### src/rtl/aes_round_ctrl.sv
// -----------------------------------------------------------------------------
// aes_round_ctrl
//
// Iterative AES encryption round controller. The S-box / ShiftRows /
// MixColumns / AddRoundKey logic and the key schedule live outside this
// block. The controller sequences them one round per clock:
//
//   accept edge : state <= in_data ^ round_key[0]            (initial AddRoundKey)
//   rounds 1..NR: state <= dp_result, using round_key[rnd]   (dp_last on round NR)
//   DONE        : ciphertext held on out_data until out_ready
//
// Ports
//   clk        in   1    single clock; all state changes on its rising edge
//   rst_n      in   1    synchronous active-low reset
//   in_valid   in   1    plaintext block offered
//   in_ready   out  1    block can be accepted this cycle
//   in_data    in   128  plaintext, byte 0 in [127:120]
//   rk_idx     out  4    round-key index requested from the key schedule
//   round_key  in   128  key for rk_idx, valid in the same cycle
//   dp_state   out  128  current state, to the external round datapath
//   dp_last    out  1    final round: datapath bypasses MixColumns
//   dp_result  in   128  combinational round result for dp_state/round_key
//   out_valid  out  1    ciphertext available
//   out_ready  in   1    consumer accepts the ciphertext
//   out_data   out  128  ciphertext (registered)
//   busy       out  1    high in any state other than IDLE
//   blk_cnt    out  32   completed-block counter, present only when the
//                        macro AES_ROUND_CTRL_PERF_CNT_EN is defined
//
// Parameter
//   NR         number of AES rounds: 10, 12 or 14 (AES-128/192/256)
//
// Configuration macro
//   AES_ROUND_CTRL_PERF_CNT_EN  adds the blk_cnt output and its counter.
// -----------------------------------------------------------------------------
module aes_round_ctrl #(
    parameter int NR = 10
) (
    input  logic         clk,
    input  logic         rst_n,
    input  logic         in_valid,
    output logic         in_ready,
    input  logic [127:0] in_data,
    output logic [3:0]   rk_idx,
    input  logic [127:0] round_key,
    output logic [127:0] dp_state,
    output logic         dp_last,
    input  logic [127:0] dp_result,
    output logic         out_valid,
    input  logic         out_ready,
    output logic [127:0] out_data,
    output logic         busy
`ifdef AES_ROUND_CTRL_PERF_CNT_EN
    ,
    output logic [31:0]  blk_cnt
`endif
);

    // Only the three AES key sizes have a defined round count.
    if (NR != 10 && NR != 12 && NR != 14) begin : g_nr_illegal
        $error("aes_round_ctrl: NR must be 10, 12 or 14");
    end

    localparam logic [3:0] NR_L = 4'(NR);

    typedef enum logic [1:0] {
        IDLE  = 2'b00,
        ROUND = 2'b01,
        DONE  = 2'b10
    } state_e;

    state_e       state_q, state_d;
    logic [3:0]   rnd_q, rnd_d;
    logic [127:0] data_q, data_d;
    logic         out_valid_q, out_valid_d;
    logic         dp_last_q, dp_last_d;
    logic         accept;

    // -------------------------------------------------------------------------
    // Handshake
    // -------------------------------------------------------------------------
    // in_ready is the one combinational output: accepting in DONE depends on
    // out_ready in the same cycle so back-to-back blocks lose no cycle.
    // Gating with rst_n keeps the producer from seeing a handshake that the
    // reset is about to discard.
    assign in_ready = rst_n
                      && ((state_q == IDLE) || ((state_q == DONE) && out_ready));
    assign accept   = in_valid && in_ready;

    // -------------------------------------------------------------------------
    // Next-state logic
    // -------------------------------------------------------------------------
    // NOTE: every signal assigned here gets a default first, so no path leaves
    // it unassigned and no latch is inferred.
    always_comb begin
        state_d     = state_q;
        rnd_d       = rnd_q;
        data_d      = data_q;
        out_valid_d = out_valid_q;
        dp_last_d   = dp_last_q;

        case (state_q)
            IDLE: begin
                out_valid_d = 1'b0;
                dp_last_d   = 1'b0;
                if (accept) begin
                    data_d  = in_data ^ round_key;
                    rnd_d   = 4'd1;
                    state_d = ROUND;
                end
            end

            ROUND: begin
                data_d = dp_result;
                // >= rather than == so a corrupted counter still terminates
                // and rnd can never run past NR.
                if (rnd_q >= NR_L) begin
                    rnd_d       = 4'd0;
                    state_d     = DONE;
                    out_valid_d = 1'b1;
                    dp_last_d   = 1'b0;
                end else begin
                    rnd_d     = rnd_q + 4'd1;
                    // Registered so dp_last is high exactly while rnd == NR.
                    dp_last_d = ((rnd_q + 4'd1) == NR_L);
                end
            end

            DONE: begin
                if (out_ready) begin
                    out_valid_d = 1'b0;
                    state_d     = IDLE;
                    // A new block on the handshake edge is loaded exactly as
                    // from IDLE; rnd is already 0 so round_key is key 0.
                    if (accept) begin
                        data_d  = in_data ^ round_key;
                        rnd_d   = 4'd1;
                        state_d = ROUND;
                    end
                end
            end

            default: begin
                // Unreachable encoding: recover to a clean IDLE.
                state_d     = IDLE;
                rnd_d       = 4'd0;
                out_valid_d = 1'b0;
                dp_last_d   = 1'b0;
            end
        endcase
    end

    // -------------------------------------------------------------------------
    // State registers
    // -------------------------------------------------------------------------
    // NOTE: sequential state uses non-blocking assignments so every register
    // samples the pre-edge values, independent of statement order.
    always_ff @(posedge clk) begin
        if (!rst_n) begin
            state_q     <= IDLE;
            rnd_q       <= 4'd0;
            // NOTE: the state register is reset even though it is datapath,
            // because out_data must read zero after reset.
            data_q      <= '0;
            out_valid_q <= 1'b0;
            dp_last_q   <= 1'b0;
        end else begin
            state_q     <= state_d;
            rnd_q       <= rnd_d;
            data_q      <= data_d;
            out_valid_q <= out_valid_d;
            dp_last_q   <= dp_last_d;
        end
    end

    // -------------------------------------------------------------------------
    // Outputs
    // -------------------------------------------------------------------------
    // rnd is cleared on the way into DONE and IDLE, so it doubles as the
    // round-key index in every state.
    assign rk_idx    = rnd_q;
    assign dp_state  = data_q;
    assign dp_last   = dp_last_q;
    assign out_valid = out_valid_q;
    assign out_data  = data_q;
    assign busy      = (state_q != IDLE);

    // -------------------------------------------------------------------------
    // Optional completed-block counter
    // -------------------------------------------------------------------------
`ifdef AES_ROUND_CTRL_PERF_CNT_EN
    logic [31:0] blk_cnt_q;

    // Counts output handshakes; wraps naturally from 0xFFFFFFFF to 0.
    always_ff @(posedge clk) begin
        if (!rst_n) begin
            blk_cnt_q <= '0;
        end else if (out_valid_q && out_ready) begin
            blk_cnt_q <= blk_cnt_q + 32'd1;
        end
    end

    assign blk_cnt = blk_cnt_q;
`endif

    // -------------------------------------------------------------------------
    // Properties
    // -------------------------------------------------------------------------
    a_rnd_bound : assert property (@(posedge clk) disable iff (!rst_n)
        rnd_q <= NR_L);

    a_out_hold : assert property (@(posedge clk) disable iff (!rst_n)
        (out_valid_q && !out_ready) |=> (out_valid_q && $stable(data_q)));

endmodule
### config.mk
export PLATFORM = sky130hd
export DESIGN_NAME = aes_round_ctrl
export DESIGN_NICKNAME = d
export VERILOG_FILES = /design/src/rtl/aes_round_ctrl.sv
export SDC_FILE = /design/constraint.sdc
export NUM_CORES = 1
export LEC_CHECK = 0
export BUFFER_PORTS_ARGS = -buffer_cell sky130_fd_sc_hd__buf_2
export CORE_AREA = 2 2 254 256
export DETAILED_ROUTE_END_ITERATION = 8
export DIE_AREA = 0 0 256 258
export SYNTH_ARGS = -nofsm -noshare
export SYNTH_HDL_FRONTEND = slang
export SYNTH_SLANG_ARGS = --single-unit
export TNS_END_PERCENT = 5
### constraint.sdc
create_clock -name clk -period 4.1 [get_ports clk]
set_input_delay 0.41 -clock clk [delete_from_list [all_inputs] [get_ports clk]]
set_output_delay 0.41 -clock clk [all_outputs]
set_load 0.01 [all_outputs]
* Word-level counts from Yosys, hierarchy flattened *
Index checks and enable logic that the tools add are counted.

word-level totals
  output and inout port bits = 264
  logic and storage cells = 41
  input port bits = 388
  flip-flop bits (word level) = 136

operators by class
  equal/unequal tests = 6
  reduce and logical (&&, ||, !) cells = 10
  $add $sub $neg = 1
  bitwise operators = 1
  $lt $le $gt $ge = 1
  mux-type cells = 17

operators by type and width
  cell                                                              count
  128-bit one-hot mux with 3 select lines                           1
  128-bit two-way mux                                               2
  128-bit XOR                                                       1
  4-bit two-way mux                                                 3
  4-bit one-hot mux with 3 select lines                             1
  2-bit two-way mux                                                 3
  2-bit != test (second input constant)                             3
  2-bit one-hot mux with 3 select lines                             1
  4-bit by 1-bit adder with 4-bit output (second input constant)    1
  4-bit == test (second input constant)                             1
  4-bit >= comparator (second input constant)                       1
  1-bit two-way mux                                                 4
  1-bit one-hot mux with 2 select lines                             2
  2-bit AND reduction                                               2
  1-bit logical AND                                                 3
  3-bit AND reduction                                               1
  3-bit nonzero test                                                1
  2-bit by 1-bit == test with 1-bit output (second input constant)  1
  2-bit == test (second input constant)                             1
  2-bit zero test                                                   1
  2-bit nonzero test                                                1
  1-bit logical OR                                                  1

* Depth between registers and ports, before layout *
  depth after elaboration = 8
  mapped depth = 8
  gate-level depth less buffers = 6

* Worst setup path after synthesis *
OpenSTA, ideal clock, no wires.

  path type = register to register
  start point = reg rnd_q[0], in the netlist rk_idx[0]
  end point = reg rnd_q[0], in the netlist rk_idx[0]
  slack = 2.662 ns
  setup time = 0.059 ns
  arrival time = 1.379 ns
  clock period less this slack = 1.438 ns
  required time = 4.041 ns
  stages on the path, launching flop included = 7
  buffers on the path = 0
  cells stage by stage = dfxtp_1 inv_1 ha_1 o31ai_1 nand2_1 o22ai_1 and2_1

between the ends
  longest elaborated chain between the ends = 3
  elaborated cells on any way between the ends = 6
  classes of those cells = add/sub: 1; order compare: 1; mux: 4

RTL lines
  element                                                         line  RTL
  start: declaration                                              73    logic [3:0] rnd_q, rnd_d;
  start signal: assignment                                        169   rnd_q <= rnd_d;
  4-bit by 1-bit adder with 4-bit output (tied with other cells)  123   rnd_d = rnd_q + 4'd1;
  4-bit two-way mux (on tied branches)                            n/a
  4-bit one-hot mux with 3 select lines *                         102   case (state_q)

Mark *: on every way between the ends. The rest lies on a longest branch, timed or not. The select of a mux whose other input is x is not followed.
A chain may end at the register's enable or synchronous reset.

* Final worst setup path *
  start point = reg state_q[0]
  end point = reg data_q[101], in the netlist dp_state[101]

between the ends
  longest elaborated chain between the ends = 8
  elaborated cells on any way between the ends = 13
  classes of those cells = eq/ne: 3; mux: 3; reduce/logical: 7

RTL lines
  element                                  line     RTL
  start: declaration                       72       state_e state_q, state_d;
  start signal: assignment                 168      state_q <= state_d;
  2-bit == test                            87, 102
  1-bit logical AND                        87       && ((state_q == IDLE) || ((state_q == DONE) && out_ready));
  1-bit logical OR                         87
  1-bit logical AND                        87
  1-bit logical AND                        88       assign accept = in_valid && in_ready;
  128-bit two-way mux (2 in series)        n/a
  128-bit one-hot mux with 3 select lines  102
  end signal: assignment                   170      data_q <= data_d;
  end: declaration                         74       logic [127:0] data_q, data_d;

Parallel ways exist; a longest one is shown, timed or not. The select of a mux whose other input is x is not followed.

==> run summary <==
The flow ran to the end, and the final reports show no timing, DRC or antenna violations. The count of buffers added by post-CTS timing repair for setup was 0; the portion of the clock cycle consumed by the worst path in the final layout was 0.488. For the pin count of the biggest net entering global routing, the log shows 111.

By area the synthesized netlist is led by dfxtp_1 (35%), o2bb2ai_1 (14%), xnor2_1 (14%), buf_4 (13%), a21oi_1 (8.4%). After synthesis the netlist holds a flip-flop and latch count of 136. The headroom to the max-slew limit is 0.478, and the leakage component of the power is 5.39 nW. The die is 258 um tall. The logs give 0 for the final hold violation count and 0 for the total DRC errors in the routed layout. Post-route setup TNS: 0 ns. Destination of the worst register-to-register timing path: dp_state[101]. The number of nets in the synthesized netlist was 1272. For this run, the number of Yosys warnings is 0.

For this design the top-level I/O count stands at 652. The final critical-path required period was 2.00 ns; the worst hold path cell count was 3. The min-delay analysis places its worst path in the category input port to register. The top cell type's share of synthesized area is 0.348, and the number of antenna repair diodes is 0. The worst hold path startpoint was dp_result[41]. The DRC marker count from the first detailed-route iteration was 385.

STA classifies the critical path startpoint as a register. Counting every sink on the clock net gives 136. The tools report the post-layout net count as 1766. Between clock sinks in the finished design, the worst skew comes to 0.00492 ns. Global routing finished with a remaining overflow of 0. The most critical setup path has its endpoint at dp_state[101].

In this run the cell area of the synthesized design comes to 7820 sq um. After clock tree synthesis, the flow added hold-fix buffers numbering 0. Of all nets on the critical path, the largest fanout is 93.

TritonCTS built the clock tree. The die outline area came out at 66000 sq um. For the pin with the worst max-slew slack, the measured transition is 0.783 ns.

dfxtp_1 takes more of the synthesized area than any other cell. The critical path endpoint category is a register. STA puts the critical path data arrival time at 2.34 ns. Dividing the detail-routed via count by the number of cells gives 3.48.

The share of final-layout standard cells stronger than drive strength 1 was 0.505; the post-synthesis cell count was 881. A synthesized cell averages 8.88 sq um. Setup repair after global routing left no endpoint under its margin.

Routability-driven placement finished with a final weighted congestion of 0.849. The effective utilization at floorplan is 0.123, and the power density normalized to cell area is 381 nW/um^2. The core region is 63600 sq um. Across the run, the number of max-cap violations was 0. Count of final max-slew check failures: 0.

The clock passes through at most 2 buffers. Derived from the worst setup path, the maximum achievable clock frequency is 0.500 GHz. Kind of critical path: register to register. The most common cell after layout, fill and taps aside is buf_2. The setup check on the worst reg-to-reg path leaves a slack of 2.10 ns. For this block, the via count after detailed routing is 7808.

The width of the die is 256 um. Count of endpoints failing setup in the final report: 0. The tools report the reg-to-reg critical path startpoint as state_q[0]. The total of cells resized after clock tree synthesis is 0.

The wire length of the first global-routing pass is 40600 um. The run gives 7069 as the via count of the first global-routing pass. In the layout the commonest cells are buf_2 (651), dfxtp_1 (136), nor2_1 (133). For the total global-route track usage, the log shows 0.0818.

The half-perimeter wire length after detailed placement came out at 22600 um. Tracing the worst setup path back leads to its startpoint at state_q[0]. The number of routed nets with antenna violations was 0; the worst vdd rail ir drop was 0.283 mV. The count of standard-cell rows is 93. Unique cell type count in the Yosys netlist: 36. The later-pin clock latency in the skew report came out at 0.47 ns. The number of antenna violations at the first check in global routing came out at 2.

The final layout contains routed wiring with a total length of 28000 um. Data on the critical path is required at its endpoint by 4.44 ns. The smallest hold slack is 0.210 ns.

CTS built an H-tree with a depth of 4. The number of port buffers was 651; the register clock-pin slew on the reported worst setup and hold paths was 0.06 ns. The number of optimization iterations in the first detailed-route pass is 4. Dividing the detail-routed wire length by the instance count gives 12.5 um. Clock tree synthesis selected as its root buffer the cell clkbuf_16. The worst register-to-register path has a depth of 6.

The run gives 17 as the total CTS buffers. The post-synthesis sequential area ratio was 0.348; the growth of design area from synthesis to finish was 47.3%.
synth_stat cells:
cell / instances
dfxtp_1: 136
buf_4: 133
nor2_1: 133
a21oi_1: 132
o2bb2ai_1: 129
xnor2_1: 129
buf_2: 30
buf_6: 20
clkbuf_8: 3
ha_1: 3
o21a_1: 3
and2_1: 2
inv_1: 2
nand4b_1: 2
nor3_1: 2
o21ai_0: 2
a21bo_2: 1
a21boi_0: 1
a21boi_1: 1
a21oi_2: 1
a31oi_1: 1
and3b_1: 1
clkbuf_1: 1
nand2_1: 1
nand2_2: 1
nand2b_1: 1
nand2b_4: 1
nand3_1: 1
nand4_1: 1
nor2b_2: 1
nor2b_4: 1
o21ai_1: 1
o22ai_1: 1
o31ai_1: 1
or2_2: 1
or2b_1: 1
logic make-up (layout without fill, tap and decap cells):
kind of cell,after synthesis,count (layout),synth area share
AOI/OAI and AO/OA,274,274,0.241
xor gates and xnor gates,129,129,0.144
adders and majority gates,3,3,0.00480
buffers and inverters,189,696,0.182
DFF,136,136,0.348
and+or+nand+nor,150,150,0.0800
critical path, cell delays in order, from the launching register on:
cell       delay [ns]
dfxtp_1          0.47
nor2b_4          0.51
buf_12           0.33
buf_4            0.23
nor2_1           0.05
a21oi_1          0.12
o2bb2ai_1        0.08
flip-flops by register name (all words and copies together), names as in the netlist:
register,flops
state_q,2
dp_last,1
dp_state,128
rk_idx,4
out_valid,1
metrics by stage:
step | instances | util | power, mW | instance area [sq um] | setup WS (ns)
floorplan | 881 | - | 2.32 | 7820 | 2.66
global placement | 2211 | 0.171 | 2.71 | 10900 | 2.11
detailed placement | 2211 | 0.171 | 2.71 | 10900 | 2.07
CTS | 2243 | 0.181 | 4.52 | 11500 | 2.07
global route | 2243 | 0.181 | 4.67 | 11500 | 1.87
finish | 2243 | 0.181 | 4.39 | 11500 | 2.10
worst min path at each step:
stage | end | slack (ns)
finish | dp_state[41] | 0.21
global route | dp_state[105] | 0.17
CTS | dp_state[41] | 0.14
detailed placement | dp_state[34] | 0.46
global placement | dp_state[34] | 0.46
floorplan | dp_state[40] | 0.50
area by class of cell:
type,count,area (sq um)
Fill cell,7199,52100
Clock buffer,21,480
Inverter,2,7.51
Tap cell,855,1070
Multi-Input combinational cell,556,3680
Timing Repair Buffer,662,3390
Sequential cell,136,2720
Clock inverter,11,168
per-layer routing:
layer,global-route usage,vias up,share of wire
met5,0,-,0.00043
met4,0.0439,2,0.027
met3,0.0277,31,0.088
met2,0.127,363,0.46
met1,0.0995,3510,0.42
li1,-,3902,-
power breakdown:
group,switching (mW),internal (mW)
registers,0.120,1.45
clock network,0.640,1.08
logic,0.581,0.521
total,1.34,3.05
No activity file was read; power rests on OpenSTA's default activity.
